$ cat src/rtl/uart_mem_bridge.sv
`default_nettype none
// +----------------------------------------------------------------------------+
// | Module : uart_mem_bridge                                                     |
// | Brief  : UART frame command bridge to a single-port request/grant memory.    |
// | Rev    : 1.0 - initial release                                               |
// +----------------------------------------------------------------------------+
module uart_mem_bridge #(
    parameter int FRAME_WIDTH    = 8,
    parameter int ADDR_WIDTH     = 16,
    parameter int DATA_WIDTH     = 32,
    parameter int TIMEOUT_CYCLES = 1024
) (
    input  logic                   clk,
    input  logic                   rst_l,
    input  logic                   rx_valid,
    input  logic [FRAME_WIDTH-1:0] rx_data,
    output logic                   rx_ready,
    output logic                   tx_valid,
    output logic [FRAME_WIDTH-1:0] tx_data,
    input  logic                   tx_ready,
    output logic                   mem_req,
    output logic                   mem_we,
    output logic [ADDR_WIDTH-1:0]  mem_addr,
    output logic [DATA_WIDTH-1:0]  mem_wdata,
    input  logic                   mem_gnt,
    input  logic                   mem_rvalid,
    input  logic [DATA_WIDTH-1:0]  mem_rdata,
    output logic                   busy,
    output logic                   err_timeout
);

    localparam int c_AF   = (ADDR_WIDTH + FRAME_WIDTH - 1) / FRAME_WIDTH;
    localparam int c_DF   = (DATA_WIDTH + FRAME_WIDTH - 1) / FRAME_WIDTH;
    localparam int c_AW   = c_AF * FRAME_WIDTH;
    localparam int c_DW   = c_DF * FRAME_WIDTH;
    localparam int c_LW   = FRAME_WIDTH - 1;
    localparam int c_FMAX = (c_AF > c_DF) ? c_AF : c_DF;
    localparam int c_FCW  = (c_FMAX > 1) ? $clog2(c_FMAX) : 1;
    localparam int c_TW   = (TIMEOUT_CYCLES > 1) ? $clog2(TIMEOUT_CYCLES) : 1;

    localparam logic [c_FCW-1:0] c_AF_LAST = c_FCW'(c_AF - 1);
    localparam logic [c_FCW-1:0] c_DF_LAST = c_FCW'(c_DF - 1);
    localparam logic [c_TW-1:0]  c_TLIM    = c_TW'((TIMEOUT_CYCLES > 0) ? TIMEOUT_CYCLES - 1 : 0);
    localparam logic             c_TEN     = (TIMEOUT_CYCLES > 0);

    localparam logic [2:0] c_IDLE  = 3'd0;
    localparam logic [2:0] c_ADDR  = 3'd1;
    localparam logic [2:0] c_WDATA = 3'd2;
    localparam logic [2:0] c_WREQ  = 3'd3;
    localparam logic [2:0] c_ACK   = 3'd4;
    localparam logic [2:0] c_RREQ  = 3'd5;
    localparam logic [2:0] c_RWAIT = 3'd6;
    localparam logic [2:0] c_RSEND = 3'd7;

    logic [2:0]             r_state;
    logic [2:0]             w_next;
    logic [FRAME_WIDTH-1:0] r_cmd;
    logic [c_LW-1:0]        r_remain;
    logic [c_AW-1:0]        r_addr;
    logic [c_DW-1:0]        r_word;
    logic [c_FCW-1:0]       r_fcnt;
    logic [c_TW-1:0]        r_tcnt;
    logic                   r_err;

    logic w_rx_hs;
    logic w_tx_hs;
    logic w_in_rx;
    logic w_a_last;
    logic w_d_last;
    logic w_expire;

    assign w_rx_hs  = rx_valid & rx_ready;
    assign w_tx_hs  = tx_valid & tx_ready;
    assign w_in_rx  = (r_state == c_ADDR) || (r_state == c_WDATA);
    assign w_a_last = (r_fcnt == c_AF_LAST);
    assign w_d_last = (r_fcnt == c_DF_LAST);
    // A frame arriving in the expiry cycle keeps the command alive.
    assign w_expire = c_TEN && w_in_rx && !w_rx_hs && (r_tcnt == c_TLIM);

    always_ff @(posedge clk or negedge rst_l) begin
        if (!rst_l) begin
            r_state <= c_IDLE;
        end else begin
            r_state <= w_next;
        end
    end

    always_comb begin
        w_next = r_state;
        case (r_state)
            c_IDLE:  if (w_rx_hs) w_next = c_ADDR;
            c_ADDR: begin
                if (w_rx_hs && w_a_last) w_next = r_cmd[0] ? c_WDATA : c_RREQ;
                else if (w_expire)       w_next = c_IDLE;
            end
            c_WDATA: begin
                if (w_rx_hs && w_d_last) w_next = c_WREQ;
                else if (w_expire)       w_next = c_IDLE;
            end
            c_WREQ:  if (mem_gnt) w_next = (r_remain == '0) ? c_ACK : c_WDATA;
            c_ACK:   if (w_tx_hs) w_next = c_IDLE;
            c_RREQ:  if (mem_gnt) w_next = c_RWAIT;
            c_RWAIT: if (mem_rvalid) w_next = c_RSEND;
            c_RSEND: if (w_tx_hs && w_d_last) w_next = (r_remain == '0) ? c_IDLE : c_RREQ;
            default: w_next = c_IDLE;
        endcase
    end

    always_comb begin
        rx_ready = (r_state == c_IDLE) || w_in_rx;
        tx_valid = (r_state == c_ACK) || (r_state == c_RSEND);
        mem_req  = (r_state == c_WREQ) || (r_state == c_RREQ);
        mem_we   = (r_state == c_WREQ);
        busy     = (r_state != c_IDLE);
        tx_data  = '0;
        if (r_state == c_ACK)   tx_data = r_cmd;
        if (r_state == c_RSEND) tx_data = r_word[FRAME_WIDTH-1:0];
    end

    assign mem_addr    = r_addr[ADDR_WIDTH-1:0];
    assign mem_wdata   = r_word[DATA_WIDTH-1:0];
    assign err_timeout = r_err;

    // Multi-frame fields shift in from the top so the first (LS) frame lands at bit 0.
    always_ff @(posedge clk or negedge rst_l) begin
        if (!rst_l) begin
            r_cmd    <= '0;
            r_remain <= '0;
            r_addr   <= '0;
            r_word   <= '0;
            r_fcnt   <= '0;
            r_tcnt   <= '0;
            r_err    <= 1'b0;
        end else begin
            r_err <= w_expire;
            if (!w_in_rx || w_rx_hs || w_expire) r_tcnt <= '0;
            else                                 r_tcnt <= r_tcnt + c_TW'(1);

            case (r_state)
                c_IDLE: begin
                    if (w_rx_hs) begin
                        r_cmd    <= rx_data;
                        r_remain <= rx_data[FRAME_WIDTH-1:1];
                    end
                end
                c_ADDR: begin
                    if (w_rx_hs) begin
                        r_addr <= (r_addr >> FRAME_WIDTH) | (c_AW'(rx_data) << (c_AW - FRAME_WIDTH));
                        r_fcnt <= w_a_last ? '0 : r_fcnt + c_FCW'(1);
                    end else if (w_expire) begin
                        r_fcnt <= '0;
                    end
                end
                c_WDATA: begin
                    if (w_rx_hs) begin
                        r_word <= (r_word >> FRAME_WIDTH) | (c_DW'(rx_data) << (c_DW - FRAME_WIDTH));
                        r_fcnt <= w_d_last ? '0 : r_fcnt + c_FCW'(1);
                    end else if (w_expire) begin
                        r_fcnt <= '0;
                    end
                end
                c_WREQ: begin
                    if (mem_gnt) begin
                        r_addr[ADDR_WIDTH-1:0] <= r_addr[ADDR_WIDTH-1:0] + ADDR_WIDTH'(1);
                        if (r_remain != '0) r_remain <= r_remain - c_LW'(1);
                    end
                end
                c_RWAIT: begin
                    if (mem_rvalid) r_word <= c_DW'(mem_rdata);
                end
                c_RSEND: begin
                    if (w_tx_hs) begin
                        r_word <= r_word >> FRAME_WIDTH;
                        r_fcnt <= w_d_last ? '0 : r_fcnt + c_FCW'(1);
                        if (w_d_last) begin
                            r_addr[ADDR_WIDTH-1:0] <= r_addr[ADDR_WIDTH-1:0] + ADDR_WIDTH'(1);
                            if (r_remain != '0) r_remain <= r_remain - c_LW'(1);
                        end
                    end
                end
                default: ;
            endcase
        end
    end

endmodule
`default_nettype wire
$ cat config.mk
export PLATFORM = sky130hd
export DESIGN_NAME = uart_mem_bridge
export DESIGN_NICKNAME = d
export VERILOG_FILES = /design/src/rtl/uart_mem_bridge.sv
export SDC_FILE = /design/constraint.sdc
export NUM_CORES = 1
export LEC_CHECK = 0
export BUFFER_PORTS_ARGS = -buffer_cell sky130_fd_sc_hd__buf_2
export CAP_MARGIN = 20
export CORE_MARGIN = 8
export CORE_UTILIZATION = 53
export CTS_CLUSTER_SIZE = 28
export DETAILED_ROUTE_END_ITERATION = 7
export HOLD_SLACK_MARGIN = 0.06
export MAX_ROUTING_LAYER = met4
export PLACE_DENSITY = 0.75
export SKIP_CTS_REPAIR_TIMING = 1
export SYNTH_ARGS = -nofsm -noshare
export SYNTH_HDL_FRONTEND = slang
export SYNTH_SLANG_ARGS = --single-unit
$ cat constraint.sdc
create_clock -name clk -period 4.1 [get_ports clk]
set_input_delay 0.205 -clock clk [delete_from_list [all_inputs] [get_ports clk]]
set_output_delay 0.205 -clock clk [all_outputs]
set_load 0.01 [all_outputs]
---- After elaboration in Yosys (flattened, before gate mapping) ----
Index checks and enable logic that the tools add are counted.
storage, ports and cells
  flip-flop bits (word level) ............. 79
  bits of input ports ..................... 46
  output and inout port bits .............. 62
cells by class
  $add $sub $neg .......................... 4
  eq/ne operators ......................... 20
  multiplexer cells ....................... 38
  bitwise operators ....................... 4
  reductions and logical operators ........ 27
operator list
  cell                   count
  $mux 32                3
  $pmux 32 s3            1
  $mux 16                4
  $pmux 16 s3            1
  $mux 3                 12
  $mux 7                 5
  $or 24x32->32          1
  $pmux 3 s8             1
  $pmux 7 s3             1
  $ne 2x2->1 const B     9
  $add 16x1->16 const B  1
  $mux 8                 2
  $or 8x16->16           1
  $reduce_bool 3->1      5
  $eq 3x3->1 const B     4
  $mux 2                 6
  $add 10x1->10 const B  1
  $eq 10x10->1 const B   1
  $mux 10                1
  $reduce_and 5->1       2
  $logic_not 7->1        1
  $reduce_bool 7->1      1
  $sub 7x1->7 const B    1
  $eq 3x2->1 const B     2
  other kinds (14)       26

---- Longest topological paths before layout ----
  depth in word-level cells ............... 10
  mapped depth ............................ 7

---- Least setup slack after synthesis ----
OpenSTA, ideal clock, no wires.
  kind .................................... reg2reg
  from .................................... register r_remain[0]
  to ...................................... register r_remain[0]
  arrival ................................. 1.781 ns
  data required time ...................... 3.976 ns
  path slack .............................. 2.195 ns
  cell stages (with the launch flop) ...... 8
  path through ............................ dfrtp_1 > inv_1 > ha_1 > nor3b_1 > a211o_1 > and2_1 > buf_2 > a211o_1
between the ends
  word-level cells in the longest chain between the ends .. 5
ends and longest elaborated chain
  what                                                     line      text
  start, declared                                          58        logic [c_LW-1:0] r_remain;
  start signal, assigned                                   143       r_remain <= rx_data[FRAME_WIDTH-1:1];
  start signal, assigned                                   165       if (r_remain != '0) r_remain <= r_remain - c_LW'(1);
  start signal, assigned                                   177       if (r_remain != '0) r_remain <= r_remain - c_LW'(1);
  $sub 7x1->7 / $reduce_bool 7->1 (equally long branches)  165, 177
  $mux 7 *                                                 165, 177
  $mux 7                                                   175       if (w_d_last) begin
  $mux 7                                                   172       if (w_tx_hs) begin
  $pmux 7 s3 *                                             139       case (r_state)
Mark *: on every way between the ends. The rest lies on a longest branch, timed or not. The select of a mux whose other input is x is not followed.
A chain may end at the register's enable or synchronous reset.

---- Worst setup path in the final report ----
  from .................................... register r_state[1]
  to ...................................... output port rx_ready
between the ends
  word-level cells in the longest chain between the ends .. 3
ends and longest elaborated chain
  what                                             line  text
  start, declared                                  55    logic [2:0] r_state;
  start signal, assigned                           82    r_state <= c_IDLE;
  start signal, assigned                           84    r_state <= w_next;
  $eq 3x1->1 / $eq 3x2->1 (equally long branches)  74    assign w_in_rx = (r_state == c_ADDR) || (r_state == c_WDATA);
  $logic_or 1x1->1                                 74
  $logic_or 1x1->1 *                               110   rx_ready = (r_state == c_IDLE) || w_in_rx;
  end, declared                                    17    output logic rx_ready,
Mark *: on every way between the ends. The rest lies on a longest branch, timed or not.

==> metrics <==
outcome=completed; total clock buffers created by CTS=9; CP Launch Type=flop; detailed placer's ending HPWL=9.68 mm; number of nets with antenna violations after routing=0; area fraction of the dominant cell type after synthesis=between 40% and 50%; Antenna Cells=0; critical hold path startpoint=rx_data[6]; maximum resistive drop on vdd=0.278 mV; number of distinct library cells after synthesis=55; Power Dens Cells=783 nW/um2; fraction of final layout cells sized beyond drive strength 1=28.2%; die area=12300 um2; post-synthesis cell type with the largest combined area=sky130_fd_sc_hd__dfrtp_1; clock latency reported for the late side of the worst-skew pair=0.36 ns; clock slew at reported path FFs=about 0.090 ns; level count of the clock H-tree=3; kind of path behind the tightest hold check=input pin to flop; wire length of the first global-routing pass=21.6 mm; leakage power figure=2.54 nW; Clock Root Buffer=sky130_fd_sc_hd__clkbuf_8; Finished Layout Cells=701; maximum number of pins on one net before global-route repair=80; unrepaired setup endpoints after global routing=no; Top Ports=108; Fin. Hold Viols=0; number of buffer cells added on primary ports=~110; starting density of the core=a little over half; fin nets=640; total DRC errors in the routed layout=0; Buffers & Inverters on Critical Path=3; Placed Cells incl. Taps=682; area of the core region=just under 9000 um2; crit end category=output port; placer congestion estimate=0.887; number of filler instances in the final layout=738; Setup Total Neg Slack=0 ns; Post-Syn Nets=~540; leading cell type by number of instances after synthesis=sky130_fd_sc_hd__dfrtp_1; gate count of the mapped netlist=a little under 500; 1st-pass router iterations=6; fraction of registers with async set/reset=100%; dominant delay contributor by cell family on the critical path=flip-flops; count of cells along the worst hold path=3; total via count after detailed routing=4283; number of vias per cell=about 6.1; Most used DFF post-synth=sky130_fd_sc_hd__dfrtp_1; fin crit period=2.76 ns; crit path max fanout=23; total of max-cap violations=0; number of cells on the worst reg-to-reg path=6; final core utilization=roughly 64%; Post-Synthesis Mean Instance Area=9.68 um2; final-report setup violation count=0; final clock skew=between 0.01 and 0.015 ns; count of synthesis-stage warnings from yosys=0; DIE HEIGHT=111 um; count of routing violations after the opening detailed-route iteration=270; total congestion overflow after global routing=0; slowest library cell on the worst path=sky130_fd_sc_hd__dfrtp_1; synthesized area=4760 um2; total global routing track utilization=approximately 22%; CTS Buffer Depth=2; fraction of the yosys area taken by sequential cells=about two fifths; wirelength, routed=13.5 mm; Relative slew margins=33.7%; reg-to-reg endpoint=mem_addr[15]$_DFFE_PN0P_; timing-limited maximum frequency=362 MHz; via count of the first global-routing pass=4070; max incr delay on CP=0.89 ns; routed wire length per instance=19.3 um; number of sinks on the clock net=79; slew at the pin with the worst max-slew slack=around 1 ns; Area growth syn-to-layout=17.2%; initial antenna violation count=0; most numerous cell on the critical path=sky130_fd_sc_hd__buf_4; WP data arrival=2.56 ns; startpoint-to-endpoint class of the critical path=flop to output port; leading cell types by total area after synthesis=sky130_fd_sc_hd__dfrtp_1 41%, sky130_fd_sc_hd__mux2_2 6.6%, sky130_fd_sc_hd__mux2_1 5.2%; top cell types by occurrence after synthesis=79 x sky130_fd_sc_hd__dfrtp_1, 41 x sky130_fd_sc_hd__nand2_1, 28 x sky130_fd_sc_hd__mux2_2; cell row count=34; crit-path cells=and2_1 -> buf_4 -> buf_4 -> nor2_1 -> buf_2; Hold Crit Endpoint=r_cmd[6]$_DFFE_PN0P_; CTS tree=yes; chip width=111 um; r2r setup slk=roughly 1.4 ns; Yosys reg bits=79; Post-synth EDFFs=0; portion of the clock cycle consumed by the worst path in the final layout=between 60 and 70%; number of max-slew violations in the final report=0; reg-to-reg critical path startpoint=r_state[1]$_DFFE_PN0P_; data required time of the worst path=3.89 ns
==> cell families (layout without fill, tap and decap cells) <==
family,count (synthesis),after routing,synth area share (%)
simple gates,168,168,19.1
compound gates,111,111,16.0
flops,79,79,41.5
mux,64,64,14.8
buf+inv,54,155,5.15
xor+xnor,10,10,1.84
fa+ha+maj,6,6,1.58
==> layout by cell type (no fill, tap or decap), types with 3 or more instances in the layout <==
cell and n:
sky130_fd_sc_hd__buf_2 106, sky130_fd_sc_hd__dfrtp_1 79, sky130_fd_sc_hd__nand2_1 41, sky130_fd_sc_hd__mux2_2 28, sky130_fd_sc_hd__nor2_1 25, sky130_fd_sc_hd__a21oi_1 23, sky130_fd_sc_hd__inv_1 22, sky130_fd_sc_hd__mux2_1 22
sky130_fd_sc_hd__nand3_1 16, sky130_fd_sc_hd__nor3_1 14, sky130_fd_sc_hd__nor2b_1 14, sky130_fd_sc_hd__mux2i_1 14, sky130_fd_sc_hd__o21ai_0 13, sky130_fd_sc_hd__nor3b_1 12, sky130_fd_sc_hd__a31oi_1 10, sky130_fd_sc_hd__and2_1 9
sky130_fd_sc_hd__a22oi_1 9, sky130_fd_sc_hd__o22ai_1 9, sky130_fd_sc_hd__clkbuf_8 9, sky130_fd_sc_hd__and3_1 8, sky130_fd_sc_hd__nand4_1 8, sky130_fd_sc_hd__xor2_1 8, sky130_fd_sc_hd__buf_4 8, sky130_fd_sc_hd__and4_1 7
sky130_fd_sc_hd__a221oi_1 6, sky130_fd_sc_hd__a2bb2oi_1 6, sky130_fd_sc_hd__ha_1 6, sky130_fd_sc_hd__o22a_1 5, sky130_fd_sc_hd__nand2b_1 4, sky130_fd_sc_hd__a211oi_1 4, sky130_fd_sc_hd__nand4b_1 3, sky130_fd_sc_hd__nor3_2 3
sky130_fd_sc_hd__o31ai_1 3, sky130_fd_sc_hd__a41oi_1 3, sky130_fd_sc_hd__o211ai_1 3
==> metrics by stage <==
step	instance area [um2]	power, mW	hold slack, ns	worst slack (ns)
2_1_floorplan	4760	3.01	-0.0906	2.20
3_3_place_gp	5340	3.67	0.435	1.44
3_5_place_dp	5340	3.74	0.450	1.37
4_1_cts	5540	4.36	0.0500	1.37
5_1_grt	5580	4.68	0.101	1.20
6_report	5580	4.37	0.102	1.34
==> where the power goes <==
group	internal, mW	switching, mW
Combinational	0.994	1.25
Sequential	1.13	0.391
Clock	0.290	0.323
Total	2.41	1.96
==> tightest hold or removal path, delay by kind of cell <==
kind	cells	cell delay, ns
AND/OR/NAND/NOR	2	0.11
buffers and inverters	1	0.12
==> final cells by class <==
class	count	area, um2	area share [%]
Multi-Input combinational cell	359	2550	45.7
Clock inverter	7	80.1	1.43
Inverter	22	82.6	1.48
Clock buffer	9	124	2.22
Timing Repair Buffer	117	636	11.4
Sequential cell	79	1980	35.4
Tap cell	108	135	2.42
==> metal layers <==
layer | part of all wire, % | track usage (%) | vias up
met5 | 0 | - | -
met4 | 1.9 | 7.57 | 0
met3 | 7.1 | 5.41 | 23
met2 | 46 | 32.8 | 168
met1 | 45 | 28.3 | 2092
li1 | - | - | 2000
==> worst max path at each step <==
stage,start,end,slack (ns),depth (start not counted)
6_report,r_state[1]$_DFFE_PN0P_,rx_ready,1.34,5
5_1_grt,r_state[1]$_DFFE_PN0P_,mem_addr[15]$_DFFE_PN0P_,1.20,6
4_1_cts,r_state[1]$_DFFE_PN0P_,mem_wdata[10]$_DFFE_PN0P_,1.37,4
3_5_place_dp,r_state[1]$_DFFE_PN0P_,mem_wdata[10]$_DFFE_PN0P_,1.37,4
3_3_place_gp,r_state[2]$_DFFE_PN0P_,mem_addr[15]$_DFFE_PN0P_,1.44,5
2_1_floorplan,r_remain[0]$_DFFE_PN0P_,r_remain[0]$_DFFE_PN0P_,2.20,7
==> sequential cells by signal, indices dropped and copies added, names as in the netlist <==
signal / flops
err_timeout: 1
mem_addr: 16
mem_wdata: 32
r_cmd: 8
r_fcnt: 2
r_remain: 7
r_state: 3
r_tcnt: 10
(Power assumes the default switching activity.)
